$ cat src/rtl/p2s_pkg.sv
// Shared types and sizing helpers for the multi-lane parallel-to-serial converter.
package p2s_pkg;

   typedef enum logic {
      SR_EMPTY = 1'b0,
      SR_SHIFT = 1'b1
   } sr_state_t;

   function automatic int beats_f(input int data_w, input int out_w);
      return data_w / out_w;
   endfunction

   // A single-beat word still needs a one-bit counter so port widths never collapse to zero.
   function automatic int cnt_w_f(input int beats);
      return (beats > 1) ? $clog2(beats) : 1;
   endfunction

endpackage

$ cat src/rtl/p2s_beat_mux.sv
// Combinational beat selector: picks beat number cnt_i of a word in LSB- or MSB-first order.
module p2s_beat_mux
   import p2s_pkg::*;
#(
   parameter int DATA_W = 8,
   parameter int OUT_W  = 2,
   localparam int BEATS = beats_f(DATA_W, OUT_W),
   localparam int CNT_W = cnt_w_f(BEATS)
) (
   input  logic [DATA_W-1:0] word_i,
   input  logic [CNT_W-1:0]  cnt_i,
   input  logic              msb_first_i,
   output logic [OUT_W-1:0]  beat_o
);

   localparam logic [CNT_W-1:0] LAST_IDX = CNT_W'(BEATS - 1);

   logic [OUT_W-1:0] chunk [BEATS];
   logic [CNT_W-1:0] idx;

   generate
      for (genvar gi = 0; gi < BEATS; gi++) begin : g_chunk
         assign chunk[gi] = word_i[gi*OUT_W +: OUT_W];
      end
   endgenerate

   // MSB-first beat k is simply chunk BEATS-1-k of the LSB-first slicing.
   always_comb begin
      idx = cnt_i;
      if (msb_first_i) begin
         idx = LAST_IDX - cnt_i;
      end
      beat_o = chunk[idx];
   end

endmodule

$ cat src/rtl/parallel_to_serial_mlane.sv
// Double-buffered word-to-beat serializer on valid/ready streams.
// Optional s_last_o output is enabled by defining P2S_LAST_EN.
module parallel_to_serial_mlane
   import p2s_pkg::*;
#(
   parameter int DATA_W = 8,
   parameter int OUT_W  = 2
) (
   input  logic              clk,
   input  logic              reset_n,
   input  logic              msb_first_i,
   input  logic              p_valid_i,
   input  logic [DATA_W-1:0] p_data_i,
   output logic              p_ready_o,
   output logic              s_valid_o,
   output logic [OUT_W-1:0]  s_data_o,
   input  logic              s_ready_i,
   output logic              busy_o
`ifdef P2S_LAST_EN
   ,
   output logic              s_last_o
`endif
);

   localparam int BEATS = beats_f(DATA_W, OUT_W);
   localparam int CNT_W = cnt_w_f(BEATS);
   localparam logic [CNT_W-1:0] LAST_CNT = CNT_W'(BEATS - 1);

   generate
      if (OUT_W < 1) begin : g_bad_out_w
         $error("parallel_to_serial_mlane: OUT_W must be >= 1");
      end else if ((DATA_W % OUT_W) != 0) begin : g_bad_ratio
         $error("parallel_to_serial_mlane: DATA_W must be a multiple of OUT_W");
      end
   endgenerate

   sr_state_t         state_q, state_d;
   logic [DATA_W-1:0] sr_q, sr_d;
   logic              sr_msb_q, sr_msb_d;
   logic [CNT_W-1:0]  cnt_q, cnt_d;
   logic [DATA_W-1:0] hb_q, hb_d;
   logic              hb_msb_q, hb_msb_d;
   logic              hb_valid_q, hb_valid_d;

   logic              s_valid;
   logic              xfer;
   logic              drain;
   logic              accept;
   logic [OUT_W-1:0]  beat;

   assign s_valid   = (state_q == SR_SHIFT);
   assign xfer      = s_valid && s_ready_i;
   assign drain     = xfer && (cnt_q == LAST_CNT);
   assign p_ready_o = !hb_valid_q && reset_n;
   assign accept    = p_valid_i && p_ready_o;

   always_comb begin
      state_d    = state_q;
      sr_d       = sr_q;
      sr_msb_d   = sr_msb_q;
      cnt_d      = cnt_q;
      hb_d       = hb_q;
      hb_msb_d   = hb_msb_q;
      hb_valid_d = hb_valid_q;

      if (xfer && !drain) begin
         cnt_d = cnt_q + CNT_W'(1);
      end

      // The holding buffer always has priority on reload; while it is full p_ready is low anyway.
      if (drain) begin
         cnt_d = '0;
         if (hb_valid_q) begin
            sr_d       = hb_q;
            sr_msb_d   = hb_msb_q;
            hb_valid_d = 1'b0;
         end else if (accept) begin
            sr_d     = p_data_i;
            sr_msb_d = msb_first_i;
         end else begin
            state_d = SR_EMPTY;
         end
      end else if (accept) begin
         if (state_q == SR_EMPTY) begin
            state_d  = SR_SHIFT;
            sr_d     = p_data_i;
            sr_msb_d = msb_first_i;
            cnt_d    = '0;
         end else begin
            hb_d       = p_data_i;
            hb_msb_d   = msb_first_i;
            hb_valid_d = 1'b1;
         end
      end
   end

   always_ff @(posedge clk) begin
      if (!reset_n) begin
         state_q    <= SR_EMPTY;
         sr_q       <= '0;
         sr_msb_q   <= 1'b0;
         cnt_q      <= '0;
         hb_q       <= '0;
         hb_msb_q   <= 1'b0;
         hb_valid_q <= 1'b0;
      end else begin
         state_q    <= state_d;
         sr_q       <= sr_d;
         sr_msb_q   <= sr_msb_d;
         cnt_q      <= cnt_d;
         hb_q       <= hb_d;
         hb_msb_q   <= hb_msb_d;
         hb_valid_q <= hb_valid_d;
      end
   end

   p2s_beat_mux #(
      .DATA_W (DATA_W),
      .OUT_W  (OUT_W)
   ) u_beat_mux (
      .word_i      (sr_q),
      .cnt_i       (cnt_q),
      .msb_first_i (sr_msb_q),
      .beat_o      (beat)
   );

   assign s_valid_o = s_valid;
   assign s_data_o  = s_valid ? beat : '0;
   assign busy_o    = s_valid || hb_valid_q;

`ifdef P2S_LAST_EN
   assign s_last_o = s_valid && (cnt_q == LAST_CNT);
`endif

endmodule

$ cat config.mk
export PLATFORM = sky130hd
export DESIGN_NAME = parallel_to_serial_mlane
export DESIGN_NICKNAME = d
export VERILOG_FILES = /design/src/rtl/p2s_pkg.sv /design/src/rtl/p2s_beat_mux.sv /design/src/rtl/parallel_to_serial_mlane.sv
export SDC_FILE = /design/constraint.sdc
export NUM_CORES = 1
export LEC_CHECK = 0
export BUFFER_PORTS_ARGS = -buffer_cell sky130_fd_sc_hd__buf_2
export CORE_MARGIN = 2
export CORE_UTILIZATION = 35
export CTS_CLUSTER_DIAMETER = 80
export DETAILED_ROUTE_END_ITERATION = 10
export PLACE_DENSITY = 0.61
export SETUP_SLACK_MARGIN = 0.2
export SLEW_MARGIN = 20
export SYNTH_ARGS = -nofsm -noshare
export SYNTH_HDL_FRONTEND = slang
export SYNTH_SLANG_ARGS = --single-unit
$ cat constraint.sdc
create_clock -name clk -period 2.13 [get_ports clk]
set_input_delay 0.1065 -clock clk [delete_from_list [all_inputs] [get_ports clk]]
set_output_delay 0.1065 -clock clk [all_outputs]
set_load 0.005 [all_outputs]
==> impl_metrics.py, run 1 <==
metrics = {
    "floorplanning": {
        "placeableCoreArea_um2": 3970,
        "floorplan.initialDensity_pct": 35.9,
        "io_pins": 18,
        "die_x_um": 67.8,
        "die_h_um": 67.8,
        "rows": 23,
        "die-area_um2": 4590,
    },
    "synthesis": {
        "synthSimpleGateAreaFrac_pct": 21.8,
        "synth_nets": 179,
        "synth_top_family_by_area": "compound AO/OA/AOI/OAI gates",
        "synth.cell_area_um2": 1420,
        "ys_ff_latch": 22,
        "synth_xor_area_share_pct": 0.615,
        "ys_warn_count": 0,
        "synth_fa_ha_area_share_pct": 2.64,
        "syn-instance-count": 163,
        "syn_avg_cell_area_um2": 8.74,
        "synthMuxAreaShare_pct": 7.03,
        "synth_edf_count": 0,
        "synth.distinct_cells": 34,
        "ys_seq_area_share_pct": 30.9,
        "async_flop_share_pct": 0,
        "ys.flop_type": "dfxtp_1",
        "synth_compound_area_share_pct": 29.7,
    },
    "power": {
        "p_leak_nw": 0.731,
        "power_density_nw_per_um2": 598,
        "ir_worst_vdd_uv": 476,
    },
    "routing": {
        "dr_wl_met3_um": 148,
        "wl_met2_mm": 1.53,
        "ant_nets": 0,
        "wire_per_inst_um": 14.8,
        "wl_met1_mm": 1.54,
        "drt_pass1_iterations": 4,
        "drc": 0,
        "totalWireLength_mm": 3.33,
        "drt_iter0_markers": 97,
        "vias": 1255,
        "top_layer_used": "met4",
        "via_per_inst": 5.58,
    },
    "cts": {
        "clock_sinks": 22,
        "cts_tree": "yes",
        "htreeDepth": 1,
        "clkTransAtPathRegs_ns": 0.08,
        "ctsHoldBuffers": 0,
        "clk_latency_ns": 0.27,
        "cts_root_buffer": "clkbuf_8",
        "clockBufferDepth": 2,
        "cts_made_buffers": 3,
    },
    "sta": {
        "fmax_ghz": 0.581,
        "slew_headroom_pct": 59.4,
        "whs_ns": 0.0873,
        "grt_setup_unrepaired": "no",
        "tightest_slew_ns": 0.609,
        "period_share_pct": 80.8,
        "hold_violations": 0,
        "slew_violations": 0,
        "tns_ns": 0,
        "fin_skew_ns": 0.00727,
        "finalSetupViolCount": 0,
        "period_needed_ns": 1.72,
    },
    "global_route": {
        "overflow": 0,
        "grt_max_degree": 34,
        "grt_pass1_wl_mm": 5.56,
        "grt_pass1_vias": 1192,
        "grtUsageTotal_pct": 16.3,
        "antenna_found_initial": 0,
    },
    "worst_setup_path": {
        "worstPathRequired_ns": 2.28,
        "critPathLaunchType": "flip-flop",
        "critPathMaxFanout": 11,
        "critPathBufInv": 1,
        "path_cells": "ha_1, nand3_1, ha_2, a211oi_4, buf_4, a21oi_1",
        "cp_top_family": "adder cells",
        "cpPeakStageDelay_ns": 0.43,
        "cp-end-kind": "flip-flop",
        "crit_type": "flip-flop to flip-flop",
        "worstPathArrival_ns": 1.88,
        "crit_slowest_cell": "dfxtp_2",
    },
    "placement": {
        "place_hpwl_mm": 2.32,
        "place.gp.congestion": 0.762,
        "io_buffers": 17,
        "place_inst": 220,
    },
    "layout": {
        "antenna_cells": 0,
        "num-fill-cells": 406,
        "final_common_cell": "dfxtp_1",
        "seqCellArea_um2": 443,
        "drive_above_1_share_pct": 18.3,
        "fin_nets": 192,
        "final_cell_mix": "dfxtp_1, o21ai_0, nand2b_1, buf_2, a21oi_1",
        "syn_to_final_growth_pct": 11.9,
        "stdcell_count": 225,
        "multiInputGateArea_um2": 882,
    },
    "status": {
        "status": "completed",
    },
    "job": {
        "cap_violations": 0,
    },
    "min_path": {
        "min_path_type": "input port to flip-flop",
    },
}
## per-stage QoR
stage / worst slack, ns / power [W] / util [%] / instance area, um2
2_1_floorplan: 0.477 / 0.000533 / - / 1420
3_3_place_gp: 0.302 / 0.000565 / 38.0 / 1510
3_5_place_dp: 0.180 / 0.000570 / 38.0 / 1510
4_1_cts: 0.210 / 0.000965 / 40.0 / 1590
5_1_grt: 0.239 / 0.000998 / 40.1 / 1590
6_report: 0.409 / 0.000953 / 40.1 / 1590
## synth_stat cells, types with 2 or more instances
library cell  count  area share, %
buf_4             4            2.1
o21ai_0          18            6.3
a211o_1           9            5.5
nand2b_1         18            7.9
dfxtp_1          22             31
nor2_1            2           0.53
mux2i_1          10            7.0
nor3b_1           3            1.6
ha_1              3            2.6
and3b_1           4            2.5
buf_2             7            2.5
a21oi_1          11            3.9
o2111ai_1         9            5.5
a21boi_1          9            4.7
nand3_1          10            3.5
buf_6             2            1.6
a41oi_1           2            1.2
inv_1             3           0.79
nand2_1           2           0.53
## cell type report
class,count,area share [%]
clock buffers,3,2.59
inverters,3,0.707
multi-input cells,124,55.4
well taps,50,3.93
repair buffers,22,7.70
clock inverters,1,1.89
flip-flops and latches,22,27.8
## metal layers
| metal | vias to the layer above | global-route usage, % |
|---|---|---|
| met5 | - | 0 |
| met4 | 0 | 9.75 |
| met2 | 30 | 25.1 |
| li1 | 631 | - |
| met3 | 9 | 3.00 |
| met1 | 585 | 21.1 |
## state kept, by name, summed over array words and instances, names as in the netlist
register,cells
sr_msb_q,1
hb_q,8
s_valid_o,1
hb_msb_q,1
sr_q,8
hb_valid_q,1
cnt_q,2
## worst reg2reg max path: cells and delay by family (launching register included)
family / cells / cell delay [ns]
AO/OA/AOI/OAI: 2 / 0.28
adder cells (fa/ha/maj): 2 / 0.55
buffers and inverters: 1 / 0.19
flip-flops: 1 / 0.43
AND/OR/NAND/NOR: 1 / 0.16
## path summary, 6_finish.rpt
kind / startpoint / endpoint / slack (ns) / cells past startpoint
worst min register to register: hb_q[3] / hb_q[3] / 0.48 / 2
worst max register to register: cnt_q[0] / sr_msb_q / 0.41 / 6
worst min-delay path: p_data_i[3] / hb_q[3] / 0.09 / 3
worst max-delay path: cnt_q[0] / sr_msb_q / 0.41 / 6
## kinds of logic after synthesis
logic type / Yosys count
compound gates: 61
simple gates: 49
flops: 22
buf+inv: 17
mux: 10
fa+ha+maj: 3
xor+xnor: 1
## repair_timing
action | in CTS | in global routing
setup endpoints to repair | 9 | 15
gates resized for setup | 1 | 2
buffers inserted | 1 | 0
pin swaps | 1 | 0
## where the power goes
group	internal, W	total, W	switching [W]
sequential	0.000422	0.000432	0.00000983
combinational	0.0000598	0.000131	0.0000715
clock	0.000251	0.000390	0.000138
(Power assumes the default switching activity.)
==> inputs of run 2 (changes only) <==
==> constraint.sdc (replaced) <==
create_clock -name clk -period 1.6 [get_ports clk]
set_input_delay 0.08 -clock clk [delete_from_list [all_inputs] [get_ports clk]]
set_output_delay 0.08 -clock clk [all_outputs]
set_load 0.005 [all_outputs]
==> run 2 against run 1 <==
Clock power hardly changed. Count of clock-buffer cells in the layout is 1 higher. Hold slack worse by 0.0052 ns. Global-route usage grew 0.69 points. Routed wire length rose by 16%. Sequential share of layout area fell by 4.6 points. Clock skew down 0.0058 ns. First-iteration DRC count decreased by 47%. Sequential cell count unchanged.
==> impl_metrics.py, run 2 (synthesis results as in run 1) <==
metrics = {
    "status": {
        "status": "completed",
    },
    "power": {
        "power_density_nw_per_um2": 616,
        "p_leak_nw": 0.828,
        "ir_worst_vdd_uv": 406,
    },
    "worst_setup_path": {
        "critPathMaxFanout": 5,
        "critPathLaunchType": "flip-flop",
        "worstPathRequired_ns": 1.52,
        "startpoint": "cnt_q[0]",
        "crit_slowest_cell": "dfxtp_4",
        "cpPeakStageDelay_ns": 0.37,
        "crit_type": "flip-flop to output pin",
        "worstPathArrival_ns": 1.39,
        "cp-end-kind": "output pin",
        "r2r-start": "cnt_q[1]",
        "critPathBufInv": 2,
        "path_cells": "buf_6, nor3b_4, o21ai_1, a41oi_2, buf_2",
        "cp_top_family": "flip-flops",
    },
    "sta": {
        "slew_violations": 0,
        "slew_headroom_pct": 77.1,
        "grt_setup_unrepaired": "yes",
        "tightest_slew_ns": 0.343,
        "period_share_pct": 92.0,
        "finalSetupViolCount": 0,
        "period_needed_ns": 1.47,
        "fin_skew_ns": 0.00150,
        "hold_violations": 0,
        "whs_ns": 0.0821,
        "fmax_ghz": 0.679,
        "layout_setup_ws_ns": 0.127,
    },
    "job": {
        "cap_violations": 0,
    },
    "global_route": {
        "grt_pass1_vias": 1254,
        "grt_max_degree": 34,
        "grt_pass1_wl_mm": 5.96,
        "antenna_found_initial": 0,
        "grtUsageTotal_pct": 17.0,
        "overflow": 0,
    },
    "floorplanning": {
        "die-area_um2": 4590,
        "io_pins": 18,
        "die_h_um": 67.8,
        "rows": 23,
        "floorplan.initialDensity_pct": 35.9,
        "die_x_um": 67.8,
        "placeableCoreArea_um2": 3970,
    },
    "cts": {
        "cts_tree": "yes",
        "clockBufferDepth": 2,
        "ctsHoldBuffers": 0,
        "clk_latency_ns": 0.25,
        "clkTransAtPathRegs_ns": 0.08,
        "cts_made_buffers": 3,
        "htreeDepth": 1,
        "clock_sinks": 22,
        "cts_root_buffer": "clkbuf_8",
    },
    "routing": {
        "vias": 1355,
        "totalWireLength_mm": 3.85,
        "drt_pass1_iterations": 4,
        "via_per_inst": 5.67,
        "wire_per_inst_um": 16.1,
        "drc": 0,
        "ant_nets": 0,
        "drt_iter0_markers": 51,
    },
    "placement": {
        "place_hpwl_mm": 2.52,
        "io_buffers": 17,
        "pre_cts_ws_ns": -0.00381,
        "place.gp.congestion": 0.801,
    },
    "layout": {
        "reg.largest.list": "hb_q: 8 flops, sr_q: 8 flops, cnt_q: 2 flops",
        "utilization_pct": 49.2,
        "final_cell_mix": "dfxtp_1, buf_2, a21oi_1, nand2b_1, mux2i_1",
        "fin_nets": 206,
        "num-fill-cells": 363,
        "final_common_cell": "dfxtp_1",
        "drive_above_1_share_pct": 39.7,
        "syn_to_final_growth_pct": 37.3,
        "seqCellArea_um2": 453,
        "multiInputGateArea_um2": 1100,
        "antenna_cells": 0,
    },
    "min_path": {
        "min_path_type": "input port to flip-flop",
        "min_from": "msb_first_i",
    },
}
## run 2: repair_timing
action,4_1_cts,5_1_grt
endpoints found under the setup margin,20,22
endpoints found under the hold margin,0,0
gates cloned,2,1
buffers inserted,5,3
pin swaps,4,17
gates resized for setup,15,47
## run 2: cell type report
cell class | instances | area share, %
Clock buffer | 4 | 2.82
Inverter | 3 | 0.576
Multi-Input combinational cell | 125 | 56.5
Sequential cell | 22 | 23.2
Tap cell | 50 | 3.20
Timing Repair Buffer | 35 | 13.8
## run 2: metal layers
metal	vias up	wire (um)	track usage, %
li1	664	-	-
met5	-	0	0
met1	661	1670	21.5
met4	0	102	7.50
met2	22	1960	28.8
met3	8	116	2.17
## run 2: final timing paths
kind                                     to  slack [ns]  cells past startpoint
worst max register to register      sr_q[7]        0.22                      7
worst min-delay path               hb_msb_q        0.08                      3
worst min register to register      hb_q[3]        0.48                      2
worst max-delay path            s_data_o[0]        0.13                      5
## run 2: power breakdown
part | switching (W) | total, W | internal (W)
clock network | 0.000169 | 0.000388 | 0.000219
registers | 0.0000168 | 0.000575 | 0.000558
logic | 0.000121 | 0.000241 | 0.000119
total | 0.000307 | 0.00120 | 0.000896
## run 2: worst min-delay path, stage by stage
cell and delay (ns):
buf_2 0.10, nand3_1 0.06, a21boi_1 0.05
## run 2: metrics by stage
stage               area (um2)  cells  total power [W]  TNS [ns]
floorplan                 1480    163         0.000722         0
global placement          1580    224         0.000764         0
detailed placement        1580    224         0.000772  -0.00615
CTS                       1720    235          0.00118         0
global route              1950    239          0.00127         0
finish                    1950    239          0.00120         0
